`src/rtl/number_frame_sched.sv`:
```
// rtl/number_frame_sched.sv - frame-rotated status value scheduler with iterative BCD conversion
// Digits are converted off the pixel path and committed only during vertical blanking.
module number_frame_sched #(
    parameter int unsigned FRAMES_PER_SRC = 60
) (
    input  logic        clk,
    input  logic        rst,
    input  logic        vsync_in,
    input  logic        vblnk_in,
    input  logic        hold_in,
    input  logic [12:0] number0_in,
    input  logic [12:0] number1_in,
    input  logic [12:0] number2_in,
    input  logic [12:0] number3_in,
    output logic [3:0]  hundreds_out,
    output logic [3:0]  tens_out,
    output logic [3:0]  ones_out,
    output logic [1:0]  src_sel_out,
    output logic        overflow_out,
    output logic        busy_out,
    output logic        update_out
);

    localparam logic [7:0] CNT_LAST = 8'(FRAMES_PER_SRC - 1);

    typedef enum logic [1:0] {
        IDLE,
        CONVERT,
        WAIT_BLANK
    } state_t;

    state_t      state_q, state_d;
    logic        vsync_q;
    logic        armed_q;
    logic [7:0]  cnt_q, cnt_d;
    logic [1:0]  sel_q, sel_d;
    logic [9:0]  value_q, value_d;
    logic [11:0] bcd_q, bcd_d;
    logic [3:0]  iter_q, iter_d;
    logic [1:0]  pend_sel_q, pend_sel_d;
    logic        pend_ovf_q, pend_ovf_d;
    logic [3:0]  hund_q, tens_q, ones_q;
    logic [1:0]  src_sel_q;
    logic        ovf_q;
    logic        upd_q;
    logic        commit;
    logic        frame_start;
    logic [12:0] sel_number;
    logic        sel_ovf;
    logic [2:0]  hund_adj;
    logic [3:0]  tens_adj, ones_adj;

    // armed_q blocks a vsync that is already high when reset releases from counting as an edge
    assign frame_start = vsync_in & ~vsync_q & armed_q;

    always_comb begin
        cnt_d = cnt_q;
        sel_d = sel_q;
        if (frame_start) begin
            if (!hold_in && (cnt_q == CNT_LAST)) begin
                cnt_d = 8'd0;
                sel_d = sel_q + 2'd1;
            end else if (cnt_q != CNT_LAST) begin
                cnt_d = cnt_q + 8'd1;
            end
        end
    end

    always_comb begin
        sel_number = number0_in;
        case (sel_d)
            2'd0:    sel_number = number0_in;
            2'd1:    sel_number = number1_in;
            2'd2:    sel_number = number2_in;
            default: sel_number = number3_in;
        endcase
    end

    assign sel_ovf = (sel_number > 13'd999);

    // The hundreds nibble's top bit is shifted out, so only its low 3 bits need adjusting
    always_comb begin
        hund_adj = (bcd_q[11:8] >= 4'd5) ? (bcd_q[10:8] + 3'd3) : bcd_q[10:8];
        tens_adj = (bcd_q[7:4]  >= 4'd5) ? (bcd_q[7:4]  + 4'd3) : bcd_q[7:4];
        ones_adj = (bcd_q[3:0]  >= 4'd5) ? (bcd_q[3:0]  + 4'd3) : bcd_q[3:0];
    end

    always_comb begin
        state_d    = state_q;
        value_d    = value_q;
        bcd_d      = bcd_q;
        iter_d     = iter_q;
        pend_sel_d = pend_sel_q;
        pend_ovf_d = pend_ovf_q;
        commit     = 1'b0;
        case (state_q)
            IDLE: begin
                if (frame_start) begin
                    value_d    = sel_ovf ? 10'd999 : sel_number[9:0];
                    pend_ovf_d = sel_ovf;
                    pend_sel_d = sel_d;
                    bcd_d      = 12'd0;
                    iter_d     = 4'd0;
                    state_d    = CONVERT;
                end
            end
            CONVERT: begin
                bcd_d   = {hund_adj, tens_adj, ones_adj, value_q[9]};
                value_d = {value_q[8:0], 1'b0};
                iter_d  = iter_q + 4'd1;
                if (iter_q == 4'd9) begin
                    state_d = WAIT_BLANK;
                end
            end
            WAIT_BLANK: begin
                if (vblnk_in) begin
                    commit  = 1'b1;
                    state_d = IDLE;
                end
            end
            default: state_d = IDLE;
        endcase
    end

    always_ff @(posedge clk or negedge rst) begin
        if (!rst) begin
            state_q    <= IDLE;
            vsync_q    <= 1'b0;
            armed_q    <= 1'b0;
            cnt_q      <= 8'd0;
            sel_q      <= 2'd0;
            value_q    <= 10'd0;
            bcd_q      <= 12'd0;
            iter_q     <= 4'd0;
            pend_sel_q <= 2'd0;
            pend_ovf_q <= 1'b0;
            hund_q     <= 4'd0;
            tens_q     <= 4'd0;
            ones_q     <= 4'd0;
            src_sel_q  <= 2'd0;
            ovf_q      <= 1'b0;
            upd_q      <= 1'b0;
        end else begin
            state_q    <= state_d;
            vsync_q    <= vsync_in;
            armed_q    <= armed_q | ~vsync_in;
            cnt_q      <= cnt_d;
            sel_q      <= sel_d;
            value_q    <= value_d;
            bcd_q      <= bcd_d;
            iter_q     <= iter_d;
            pend_sel_q <= pend_sel_d;
            pend_ovf_q <= pend_ovf_d;
            upd_q      <= commit;
            if (commit) begin
                hund_q    <= bcd_q[11:8];
                tens_q    <= bcd_q[7:4];
                ones_q    <= bcd_q[3:0];
                src_sel_q <= pend_sel_q;
                ovf_q     <= pend_ovf_q;
            end
        end
    end

    assign hundreds_out = hund_q;
    assign tens_out     = tens_q;
    assign ones_out     = ones_q;
    assign src_sel_out  = src_sel_q;
    assign overflow_out = ovf_q;
    assign update_out   = upd_q;
    assign busy_out     = (state_q != IDLE);

endmodule

```
`config.mk`:
```
export PLATFORM = sky130hd
export DESIGN_NAME = number_frame_sched
export DESIGN_NICKNAME = d
export VERILOG_FILES = /design/src/rtl/number_frame_sched.sv
export SDC_FILE = /design/constraint.sdc
export NUM_CORES = 1
export LEC_CHECK = 0
export BUFFER_PORTS_ARGS = -buffer_cell sky130_fd_sc_hd__buf_4
export CORE_MARGIN = 2
export CORE_UTILIZATION = 45
export CTS_CLUSTER_DIAMETER = 200
export DETAILED_ROUTE_END_ITERATION = 10
export PLACE_DENSITY = 0.68
export SETUP_SLACK_MARGIN = 0.15
export SYNTH_ARGS = -nofsm -noshare
export SYNTH_HDL_FRONTEND = slang
export SYNTH_SLANG_ARGS = --single-unit
```
`constraint.sdc`:
```
create_clock -name clk -period 2.7 [get_ports clk]
set_input_delay 0.27 -clock clk [delete_from_list [all_inputs] [get_ports clk]]
set_output_delay 0.27 -clock clk [all_outputs]
set_load 0.1 [all_outputs]
```
[After elaboration in Yosys (flattened, before gate mapping)]
Cells that the tools add are included.
Operators by class
  add/subtract/negate cells: 6
  $mul: 0
  divide/modulo/power cells: 0
  equal/unequal tests: 10
  shift operators: 0
  bitwise gates (word level): 5
  order comparisons: 4
  reductions and logical operators: 11
  multiplexer cells: 21
Operators by type and width (count)
  13-bit case mux with 3 select lines: 1
  12-bit case mux with 2 select lines: 1
  10-bit two-way mux: 2
  10-bit case mux with 2 select lines: 1
  8-bit two-way mux: 2
  13-bit by 10-bit > comparator with 1-bit output, second input constant: 1
  4-bit by 3-bit >= comparator with 1-bit output, second input constant: 3
  12-bit two-way mux: 1
  4-bit two-way mux: 3
  2-bit two-way mux: 5
  4-bit by 2-bit adder with 4-bit output, second input constant: 2
  8-bit by 1-bit adder with 8-bit output, second input constant: 1
  8-bit by 6-bit == test with 1-bit output, second input constant: 1
  8-bit by 6-bit != test with 1-bit output, second input constant: 1
  4-bit case mux with 2 select lines: 1
  2-bit != test, second input constant: 3
  2-bit case mux with 3 select lines: 1
  2-bit AND reduction: 3
  2-bit nonzero test: 3
  4-bit by 1-bit adder with 4-bit output, second input constant: 1
  2-bit by 1-bit == test with 1-bit output, second input constant: 2
  2-bit == test, second input constant: 2
  4-bit == test, second input constant: 1
  2-bit zero test: 2
  10 further kinds: 13
Word-level totals
  bits in writable memories: 0
  register bits: 59
  output and inout port bits: 17
  memories kept: 0
  bits in latches: 0
  bits in read-only memories: 0
  word-level logic and storage cells: 73

[Logic depth before layout (Yosys ltp)]
  word-level depth: 10
  depth in mapped cells: 9

[Least setup slack after synthesis]
OpenSTA, ideal clock, no wires.
  path kind: flip-flop to flip-flop
  start point: reg cnt_q[0]
  end point: reg value_q[2]
  required time: 2570 ps
  cell stages (with the launch flop): 10
  period minus slack after synthesis: 2618 ps
  setup time: 130 ps
  arrival: 2488 ps
  setup slack: 82 ps
  cells stage by stage: dfrtp_1 ha_1 or4b_1 buf_2 nor3_4 buf_6 mux2i_1 mux4_2 o31ai_1 o21ai_1
Between the ends
  word-level cells in the longest chain between the ends: 10
  elaborated cells between the ends (all ways): 12
  those cells by class: order compare (1); eq/ne (3); mux (6); reduce/logical (2)
Ends and longest elaborated chain
  from (decl): line 35  | logic [7:0] cnt_q, cnt_d;
  from (signal assigned): line 147  | cnt_q <= cnt_d;
  8-bit by 6-bit == test with 1-bit output (*): line 60  | if (!hold_in && (cnt_q == CNT_LAST)) begin
  1-bit logical AND (*): line 60
  2-bit two-way mux (*): line 60
  2-bit two-way mux (*): line 59  | if (frame_start) begin
  2-bit == test, or another cell as far along: line 71  | case (sel_d)
  13-bit case mux with 3 select lines (*): line 71
  13-bit by 10-bit > comparator with 1-bit output: line 79  | assign sel_ovf = (sel_number > 13'd999);
  10-bit two-way mux (*): line 99  | value_d = sel_ovf ? 10'd999 : sel_number[9:0];
  10-bit two-way mux (*): line 98  | if (frame_start) begin
  10-bit case mux with 2 select lines (*): line 96  | case (state_q)
  to (signal assigned): line 149  | value_q <= value_d;
  to (decl): line 37  | logic [9:0] value_q, value_d;
Mark *: on every way between the ends. The rest lies on a longest branch, timed or not. The select of a mux whose other input is x is not followed.
A chain may end at the register's enable or synchronous reset.

[Worst setup path after layout]
Ends and elaborated chain as after synthesis.

==> run_results.csv <==
group,metric,value,unit
status,run_status,"finished, final reports clean",
setup_path,worstSetupPathType,"reg -> reg",
yosys,postSynthCellCount,416,
detailed_routing,wl_per_cell,16.4,um
setup_path,crit_chain,"ha_2 > or4b_4 > buf_6 > nor4_2 > o31a_1 > o2111ai_2 > or3b_2 > o21ai_1",
sta,skew,7.20,ps
detailed_routing,remaining_drc_errors,0,
grt,grt_max_degree,60,
sta,drv_slew,0,
power_and_ir_drop,cellLeakagePower,2.23,nW
sta,finalCritPeriodShare,97.9,%
floorplanning,core_area,8180,um2
setup_path,slowest_delay,500,ps
yosys,synthesis.nets,482,
yosys,synth.distinct_cells,56,
setup_path,worstPathArrival,2900,ps
sta,rsz0062_at_grt,"true",
floorplanning,die-height,95.5,um
grt,grt_pass1_wl,16.8,mm
yosys,synth_common_cells,"nand2_1 (67), dfrtp_1 (59), o21ai_0 (29)",
yosys,synth-seq-cells,59,
yosys,synth_edf_count,0,
detailed_routing,dr_total_vias,3587,
yosys,synthTopCellsByArea,"dfrtp_1 (39%), nand2_1 (6.7%), o21ai_0 (3.9%)",
clocking,clockRootBuffer,"clkbuf_8",
clocking,clock-sinks,59,
place,hpwl,7.16,mm
cells_and_area,antennaDiodeCount,0,
cells_and_area,nets,572,
sta,fin_tns_setup,0,ps
floorplanning,io_pins,74,
detailed_routing,drt_iter0_drc,173,
place,port_buffers,73,
setup_path,crit_path_max_fanout,9,
grt,grt_pass1_vias,3538,
detailed_routing,ant_nets,0,
detailed_routing,wirelength,10.1,mm
cells_and_area,multi_input_area,2220,um2
power_and_ir_drop,power_per_cell_area,912,nW/um2
yosys,yosysTopAreaCell,"dfrtp_1",
detailed_routing,drt_pass1_iterations,5,
grt,antenna_found_initial,0,
yosys,synth_top_family_by_area,"simple AND/OR/NAND/NOR gates",
yosys,synth.area.mux_share,10.1,%
yosys,synth_area,3770,um2
sta,layout_min_cycle_time,2640,ps
detailed_routing,via_per_inst,5.83,
clocking,clockBufferDepth,2,
sta,setup_violations,0,
yosys,synth_top_area_share,39.2,%
clocking,cts.reportedPaths.clkPinSlew,70,ps
sta,hold_viol,0,
cells_and_area,seq_area,1480,um2
grt,grt.total_usage,23.4,%
setup_path,cp-end-kind,"flip-flop",
yosys,synth-simple-area-share,22.2,%
power_and_ir_drop,vdd_drop_max,0.352,mV
place,gp_congestion,0.850,
cells_and_area,drive_gt1_share,32.9,%
clocking,clk_latency,330,ps
yosys,avgSynthCellArea,9.05,um2
yosys,synth-async-reset-ratio,100,%
clocking,holdBufCountCts,0,
hold_path,hp-class,"in -> async",
floorplanning,dieArea,9120,um2
yosys,yosys_warnings,0,
cells_and_area,fill_cells,714,
grt,gr-total-overflow,0,
yosys,synth_compound_area_share,17.9,%
flow_run,maxCapViolCount,0,
setup_path,slowest_stage,"or4b_4",
floorplanning,rows,33,
power_and_ir_drop,p_total,4.49,mW
yosys,synth-main-ff-cell,"dfrtp_1",
clocking,htreeDepth,3,
setup_path,cp-start-kind,"flip-flop",
yosys,synth-xor-area-share,3.02,%
yosys,synth_adder_area_share,2.99,%
clocking,numCtsBuffers,9,
cells_and_area,area_growth,30.6,%
clocking,cts_tree,"built",
sta,max_freq,378,MHz
yosys,synth.most_common_cell,"nand2_1",
setup_path,cp.required,2960,ps
yosys,synth-seq-area-share,39.2,%
floorplanning,start_util,46.1,%
sta,slew_headroom,49.6,%
sta,worst_pin_slew,756,ps
floorplanning,die_w,95.5,um
## final timing paths
| kind | slack (ps) | to | from | depth (start not counted) |
|---|---|---|---|---|
| max in group asynchronous | 2190 | value_q[3]$_DFFE_PN0P_ | rst | 1 |
| setup reg to reg | 60 | value_q[2]$_DFFE_PN0P_ | cnt_q[0]$_DFFE_PN0P_ | 8 |
| hold reg to reg | 480 | src_sel_out[0]$_DFFE_PN0P_ | src_sel_out[0]$_DFFE_PN0P_ | 2 |
| min in group clk | 80 | vsync_q$_DFF_PN0_ | vsync_in | 1 |
| setup / recovery | 60 | value_q[2]$_DFFE_PN0P_ | cnt_q[0]$_DFFE_PN0P_ | 8 |
| hold / removal | 5 | vsync_q$_DFF_PN0_ | rst | 1 |
## cell families (layout without fill, tap and decap cells)
group | count (synthesis) | in the layout
compound gates | 101 | 101
xor+xnor | 13 | 13
mux | 27 | 27
simple gates | 166 | 166
buf+inv | 41 | 135
fa+ha+maj | 9 | 9
flops | 59 | 59
## report_power, final
part | switching (mW) | total, mW | internal, mW
Combinational | 1.50 | 2.25 | 0.744
Clock | 0.346 | 0.789 | 0.443
Sequential | 0.244 | 1.45 | 1.21
## cells in the final DEF, fill, tap and decap left out, types with 3 or more instances in the layout
cell type and n:
a21o_1 3, a21oi_1 15, a22o_1 4, a31oi_1 5
a32o_1 3, buf_4 105, clkbuf_8 10, clkinv_2 3
dfrtp_1 59, ha_1 8, inv_1 10, mux2_2 12
mux2i_1 8, mux4_2 5, nand2_1 67, nand2b_1 9
nand3_1 12, nand4_1 6, nor2_1 25, nor3_1 8
nor3b_1 4, nor4_1 6, nor4_2 3, o211ai_1 3
o21ai_0 27, o21ai_1 4, o221ai_1 4, o22ai_1 3
o31ai_1 6, o32ai_1 4, or2_2 5, or3_1 3
xnor2_1 7, xor2_1 6
## stage by stage
step                      std cells  hold WS (ps)  area (um2)  worst slack (ps)  utilization (%)
final                           615          4.82        4920              56.5             60.1
after detailed placement        593           395        4560             -30.6             55.8
after global routing            615          70.1        4920             -63.2             60.1
after floorplan                 416         -25.6        3770               140                -
after global placement          593           395        4560              56.8             55.8
after CTS                       613          36.7        4840              44.2             59.2
## repair_timing
| item | in CTS | in global routing |
|---|---|---|
| buffers inserted | 5 | 2 |
| endpoints found under the setup margin | 11 | 11 |
| resized for setup | 13 | 11 |
| pin swaps | 10 | 6 |
## critical path, delay by kind of cell (launching register included)
family | cells | cell delay (ps)
AND/OR/NAND/NOR | 3 | 1300
AO/OA/AOI/OAI | 3 | 540
flip-flops | 1 | 360
adder cells (fa/ha/maj) | 1 | 190
buffers and inverters | 1 | 170
## sequential cells by signal, indices dropped and copies added (netlist names), 2 cells and up
signal        flops
value_q          10
iter_q            4
state_q           2
cnt_q             8
bcd_q            12
hundreds_out      4
sel_q             2
ones_out          4
tens_out          4
pend_sel_q        2
src_sel_out       2
## metal layers
layer / vias to the layer above / part of all wire [%] / GRT usage [%]
met1: 1712 / 44 / 30.3
met4: 0 / 2.8 / 9.29
li1: 1710 / - / -
met2: 136 / 49 / 39.1
met3: 29 / 4.6 / 3.87
met5: - / 0 / 0
## final cells by class
type / count / area share (%)
clock buffer: 10 / 2.80
clock inverter: 5 / 1.09
inverter: 11 / 0.840
multi-input combinational: 316 / 45.2
sequential: 59 / 30.0
tap: 105 / 2.67
timing repair buffer: 109 / 17.4
Power figures use the tool's default switching activity.
